## src/rtl/bt656_stream_decoder.sv

```systemverilog
// rtl/bt656_stream_decoder.sv - BT.656 byte stream to 16-bit YCbCr 4:2:2 pixel stream, one packet per field
// Optional XY protection-bit checking (adds err_prot) when BT656_PROT_CHECK_EN is defined.
module bt656_stream_decoder #(
   parameter int ACTIVE_WIDTH    = 720,
   parameter int LINES_PER_FIELD = 240
) (
   input  logic        clk,
   input  logic        reset_n,
   input  logic [7:0]  td_data,
   input  logic        out_ready,
   output logic [15:0] out_data,
   output logic        out_valid,
   output logic        out_startofpacket,
   output logic        out_endofpacket,
   output logic        out_field,
   output logic        locked,
   output logic        err_short_line,
   output logic        overflow
`ifdef BT656_PROT_CHECK_EN
   ,
   output logic        err_prot
`endif
);

   localparam logic [10:0] B_MAX  = 11'(2 * ACTIVE_WIDTH);
   localparam logic [10:0] B_LAST = 11'(2 * ACTIVE_WIDTH - 1);
   localparam logic [9:0]  L_LIM  = 10'(LINES_PER_FIELD);
   localparam logic [9:0]  L_LAST = 10'(LINES_PER_FIELD - 1);

   typedef enum logic [1:0] {
      S_UNLOCKED = 2'd0,
      S_VBLANK   = 2'd1,
      S_ACTIVE   = 2'd2,
      S_HBLANK   = 2'd3
   } state_t;

   state_t      state_q, state_d;
   logic [7:0]  d0_q, d1_q, d2_q, d3_q;
   logic [10:0] b_q, b_d;
   logic [9:0]  line_cnt_q, line_cnt_d;
   logic [7:0]  c_q, c_d;
   logic        cap_en_q, cap_en_d;
   logic [15:0] data_q, data_d;
   logic        valid_q, valid_d;
   logic        sop_q, sop_d;
   logic        eop_q, eop_d;
   logic        field_q, field_d;
   logic        locked_q, locked_d;
   logic        short_q, short_d;
   logic        ovf_q, ovf_d;
   logic        prot_err_q, prot_err_d;

   logic preamble, prot_ok, xy_valid, xy_f, xy_v, xy_h, sav, eav;
   logic in_active, field_start, line_start, line_end;
   logic capture, emit;

   assign preamble = (d3_q == 8'hFF) && (d2_q == 8'h00) && (d1_q == 8'h00) && d0_q[7];
   assign xy_f     = d0_q[6];
   assign xy_v     = d0_q[5];
   assign xy_h     = d0_q[4];

`ifdef BT656_PROT_CHECK_EN
   assign prot_ok = (d0_q[3:0] == {xy_v ^ xy_h, xy_f ^ xy_h, xy_f ^ xy_v, xy_f ^ xy_v ^ xy_h});
`else
   assign prot_ok = 1'b1;
`endif

   assign xy_valid = preamble && prot_ok;
   assign sav      = xy_valid && !xy_h;
   assign eav      = xy_valid && xy_h;

   always_ff @(posedge clk or negedge reset_n) begin
      if (!reset_n) begin
         state_q <= S_UNLOCKED;
      end else begin
         state_q <= state_d;
      end
   end

   always_comb begin
      state_d = state_q;
      case (state_q)
         S_UNLOCKED: if (xy_valid && xy_v) state_d = S_VBLANK;
         S_VBLANK:   if (sav && !xy_v) state_d = S_ACTIVE;
         S_ACTIVE: begin
            if (xy_valid && xy_v)  state_d = S_VBLANK;
            else if (eav)          state_d = S_HBLANK;
         end
         S_HBLANK: begin
            if (xy_valid && xy_v)  state_d = S_VBLANK;
            else if (sav)          state_d = S_ACTIVE;
         end
         default:                  state_d = S_UNLOCKED;
      endcase
   end

   always_comb begin
      in_active   = (state_q == S_ACTIVE);
      field_start = (state_q == S_VBLANK) && sav && !xy_v;
      line_start  = (state_q == S_HBLANK) && sav && !xy_v;
      line_end    = in_active && eav;
   end

   // 0xFF never occurs in BT.656 video data; it opens the next timing code, so capture stops there
   assign capture = in_active && !xy_valid && cap_en_q && (d0_q != 8'hFF);
   assign emit    = capture && b_q[0] && (b_q < B_MAX) && (line_cnt_q < L_LIM);

   always_comb begin
      b_d        = b_q;
      line_cnt_d = line_cnt_q;
      c_d        = c_q;
      cap_en_d   = cap_en_q;
      data_d     = data_q;
      valid_d    = emit;
      sop_d      = emit && (b_q == 11'd1) && (line_cnt_q == 10'd0);
      eop_d      = emit && (b_q == B_LAST) && (line_cnt_q == L_LAST);
      field_d    = field_q;
      locked_d   = locked_q;
      short_d    = line_end && (b_q < B_MAX);
      ovf_d      = ovf_q;
      prot_err_d = preamble && !prot_ok;

      if (field_start || line_start) begin
         cap_en_d = 1'b1;
         b_d      = 11'd0;
      end else if (in_active && !xy_valid && (d0_q == 8'hFF)) begin
         cap_en_d = 1'b0;
      end else if (capture) begin
         if (b_q < B_MAX) b_d = b_q + 11'd1;
         if (!b_q[0])     c_d = d0_q;
      end

      if (emit) data_d = {d0_q, c_q};

      if (field_start) begin
         line_cnt_d = 10'd0;
         field_d    = xy_f;
         locked_d   = 1'b1;
      end else if (line_start && (line_cnt_q != 10'h3FF)) begin
         line_cnt_d = line_cnt_q + 10'd1;
      end

      // A drop in the same cycle as a field start must still be reported
      if (valid_q && !out_ready) ovf_d = 1'b1;
      else if (field_start)      ovf_d = 1'b0;
   end

   always_ff @(posedge clk or negedge reset_n) begin
      if (!reset_n) begin
         d0_q       <= 8'd0;
         d1_q       <= 8'd0;
         d2_q       <= 8'd0;
         d3_q       <= 8'd0;
         b_q        <= 11'd0;
         line_cnt_q <= 10'd0;
         c_q        <= 8'd0;
         cap_en_q   <= 1'b0;
         data_q     <= 16'd0;
         valid_q    <= 1'b0;
         sop_q      <= 1'b0;
         eop_q      <= 1'b0;
         field_q    <= 1'b0;
         locked_q   <= 1'b0;
         short_q    <= 1'b0;
         ovf_q      <= 1'b0;
         prot_err_q <= 1'b0;
      end else begin
         d0_q       <= td_data;
         d1_q       <= d0_q;
         d2_q       <= d1_q;
         d3_q       <= d2_q;
         b_q        <= b_d;
         line_cnt_q <= line_cnt_d;
         c_q        <= c_d;
         cap_en_q   <= cap_en_d;
         data_q     <= data_d;
         valid_q    <= valid_d;
         sop_q      <= sop_d;
         eop_q      <= eop_d;
         field_q    <= field_d;
         locked_q   <= locked_d;
         short_q    <= short_d;
         ovf_q      <= ovf_d;
         prot_err_q <= prot_err_d;
      end
   end

   assign out_data          = data_q;
   assign out_valid         = valid_q;
   assign out_startofpacket = sop_q;
   assign out_endofpacket   = eop_q;
   assign out_field         = field_q;
   assign locked            = locked_q;
   assign err_short_line    = short_q;
   assign overflow          = ovf_q;

`ifdef BT656_PROT_CHECK_EN
   assign err_prot = prot_err_q;
`else
   logic unused_prot;
   assign unused_prot = prot_err_q;
`endif

endmodule

```

## config.mk

```make
export PLATFORM = sky130hd
export DESIGN_NAME = bt656_stream_decoder
export DESIGN_NICKNAME = d
export VERILOG_FILES = /design/src/rtl/bt656_stream_decoder.sv
export SDC_FILE = /design/constraint.sdc
export NUM_CORES = 1
export LEC_CHECK = 0
export CAP_MARGIN = 25
export CORE_ASPECT_RATIO = 0.7
export CORE_UTILIZATION = 45
export CTS_BUF_LIST = sky130_fd_sc_hd__clkbuf_4
export DETAILED_ROUTE_END_ITERATION = 16
export MAX_ROUTING_LAYER = met4
export PLACE_DENSITY = 0.65
export SLEW_MARGIN = 20
export SYNTH_ARGS = -nofsm -noshare
export SYNTH_HDL_FRONTEND = slang
export SYNTH_SLANG_ARGS = --single-unit
```

## constraint.sdc

```tcl
create_clock -name clk -period 3.3 [get_ports clk]
set_input_delay 0.495 -clock clk [delete_from_list [all_inputs] [get_ports clk]]
set_output_delay 0.495 -clock clk [all_outputs]
set_load 0.02 [all_outputs]
```

==> impl_metrics.csv <==
group,metric,value,unit
global_route,grt_pass1_wl,11.9,mm
floorplan,fp.dieH,76.0,microns
hold_path,holdCritStartpoint,"d1_q[7]$_DFF_PN0_",
routing,viasPerCell,5.46,
clock_network,cts_max_path_buffers,2,
routing,post-route-drc-count,0,
pwr,p_total,1.73,mW
synth,syn_nets,294,
clock_network,holdBufCountCts,1,
worst_setup_path,slowest_stage,"or4_4",
clock_network,cts_sinks,87,
worst_setup_path,r2r_setup_slack,0.74,ns
worst_setup_path,reg2reg_to,"out_data[3]$_DFFE_PN0P_",
clock_network,cts_tree,"done",
synth,synth_area_leaders,"dfrtp_1 62%, mux2_2 5.8%, mux2_4 3.0%",
synth,synth_seq_area_share,0.619,
synth,synth-edff-count,0,
cells_and_area,nets,334,
synth,syn_inst,279,
synth,synth_flop_cell,"dfrtp_1",
worst_setup_path,critPathMaxFanout,17,
pwr,vdd_drop_max,0.000243,V
synth,yosys.area.top_type,"dfrtp_1",
floorplan,dieArea,8180,sq um
synth,async_flop_share,1.00,
pwr,power.density,421,nW/um^2
synth,yosysTopAreaCellShare,0.619,
clock_network,cts-resized-gates,0,
hold_path,hold_end,"d2_q[7]$_DFF_PN0_",
worst_setup_path,cp-end-kind,"flop",
placement,hpwlAfterDp,4.73,mm
global_route,antenna_found_initial,0,
global_route,grtUsageTotal,0.201,
run,maxCapViolations,0,
timing,hold_violations,0,
floorplan,start_util,0.474,
routing,wl_per_cell,16.5,microns
worst_setup_path,cp_cell_sequence,"or4_4 -> nor4_4 -> a211o_2 -> or2_1 -> buf_4 -> mux2_2",
timing,fmax,390,MHz
routing,ant_nets,0,
timing,fin_skew,0.0161,ns
timing,fin_tns_setup,0,ns
clock_network,cts_max_level,3,
clock_network,clk_pin_slew,0.13,ns
timing,timing.final.crit_share,0.777,
timing,worstMarginPinSlew,0.618,ns
worst_setup_path,start_kind,"flop",
worst_setup_path,arrival,2.89,ns
placement,port_buffers,33,
timing,setup_viol,0,
cells_and_area,antennaDiodeCount,0,
synth,yosys_warnings,0,
routing,drt_iter0_drc,159,
global_route,grt_max_degree,60,
timing,slew_headroom,0.584,
worst_setup_path,r2r_start,"d2_q[0]$_DFF_PN0_",
global_route,grt_pass1_vias,2363,
placement,gp_congestion,0.865,
floorplan,rows,26,
clock_network,insertion_delay,0.44,ns
hold_path,hp-class,"reg -> reg",
clock_network,postCtsSetupBuffers,0,
routing,vias,2306,
floorplan,die_w,108,microns
timing,slew_viol_final,0,
placement,dp_slack,0.749,ns
synth,syn_area,3520,sq um
timing,setup_slack,0.737,ns
run_status,status,"completed",
floorplan,io_pins,34,
worst_setup_path,r2r_cells,6,
routing,first_pass_iters,4,
synth,ys_seq_elements,87,
timing,rsz0062_at_grt,"false",
synth,ys_types,49,
worst_setup_path,criticalPathCategory,"reg -> reg",
hold_path,hold_depth,0,
pwr,p_leak,1.88,nW
global_route,grt_overflow,0,
worst_setup_path,critical_path_required,3.62,ns
routing,finalWirelength,6.96,mm
cells_and_area,drive_above_1_share,0.179,
floorplan,core-area,7420,sq um
timing,fin_crit,2.56,ns
clock_network,clockRootBuffer,"clkbuf_4",
synth,synth_area_per_cell,12.6,sq um
cells_and_area,area_delta_synth_final,16.8,%
worst_setup_path,max_stage_delay,0.55,ns
clock_network,numCtsBuffers,9,
## where the power goes
part           switching, mW  internal (mW)  leakage [nW]  total, mW
clock network          0.347          0.237        0.0742      0.585
logic                 0.0245         0.0171         0.667     0.0416
registers             0.0154           1.09          1.14       1.10
total                  0.387           1.34          1.88       1.73
## cell usage after synthesis, drive strengths merged (3+ instances only)
cell type and count:
and3 7, nand2b 4, nor4 3, nand4b 3, ha 4, mux2i 5
dfrtp 87, a21oi 8, nand4 11, inv 10, or4 6, clkbuf 6
buf 5, o21ai 16, nand2 19, nor3 5, or3 4, nor2 12
nand3 14, mux2 25
## metal layers
metal | share of wire | vias up | global-route usage
met1 | 0.53 | 1149 | 0.300
met5 | 0 | - | -
met3 | 0.050 | 10 | 0.0628
li1 | - | 1090 | -
met2 | 0.41 | 57 | 0.254
met4 | 0.012 | 0 | 0.0726
## worst max path at each step
stage          cells past startpoint         startpoint                       end  slack, ns
3_3_place_gp                       6  d2_q[0]$_DFF_PN0_   out_data[6]$_DFFE_PN0P_       0.80
3_5_place_dp                       6  d2_q[0]$_DFF_PN0_   out_data[6]$_DFFE_PN0P_       0.75
4_1_cts                            6  d2_q[0]$_DFF_PN0_   out_data[3]$_DFFE_PN0P_       0.72
5_1_grt                            6  d2_q[0]$_DFF_PN0_   out_data[2]$_DFFE_PN0P_       0.58
6_report                           6  d2_q[0]$_DFF_PN0_   out_data[3]$_DFFE_PN0P_       0.74
2_1_floorplan                      7  d2_q[0]$_DFF_PN0_  out_data[10]$_DFFE_PN0P_       1.05
## through the flow
step           area [sq um]  cells  hold slack, ns   util
2_1_floorplan          3520    279           0.199      -
3_3_place_gp           3930    404           0.353  0.530
3_5_place_dp           3960    405           0.355  0.534
4_1_cts                4110    422           0.384  0.554
5_1_grt                4110    422           0.392  0.554
6_report               4110    422           0.382  0.554
## sequential cells by signal, indices dropped and copies added (netlist names), 2 cells and up
register	flops
d1_q	8
out_data	16
d3_q	8
line_cnt_q	10
state_q	2
b_q	11
d0_q	8
c_q	8
d2_q	8
## worst max-delay path, delay by kind of cell (launching register included)
family / cells / cell delay [ns]
muxes: 1 / 0.37
buffers and inverters: 1 / 0.30
AOI/OAI and AO/OA: 1 / 0.24
and+or+nand+nor: 3 / 1.12
DFF: 1 / 0.40
## layout by cell type, fill, tap and decap left out, drive strengths merged, types with 10 or more instances in the layout
cell type / instances
nand4: 11
clkbuf: 10
inv: 11
nand2: 19
clkdlybuf4s50: 32
mux2: 25
o21ai: 16
dfrtp: 87
nand3: 14
nor2: 12
## kinds of logic after synthesis
kind of cell    synth area share
compound gates            0.0697
xor+xnor                 0.00498
fa+ha+maj                 0.0142
buf+inv                   0.0310
flops                      0.619
mux                        0.102
simple gates               0.159
## area by class of cell
class | instances | area, sq um
clock buffers | 10 | 75.1
clock inverters | 6 | 60.1
fillers | 630 | 3310
inverters | 10 | 37.5
multi-input cells | 171 | 1230
flip-flops and latches | 87 | 2180
well taps | 98 | 123
repair buffers | 40 | 403
Power figures use the tool's default switching activity.
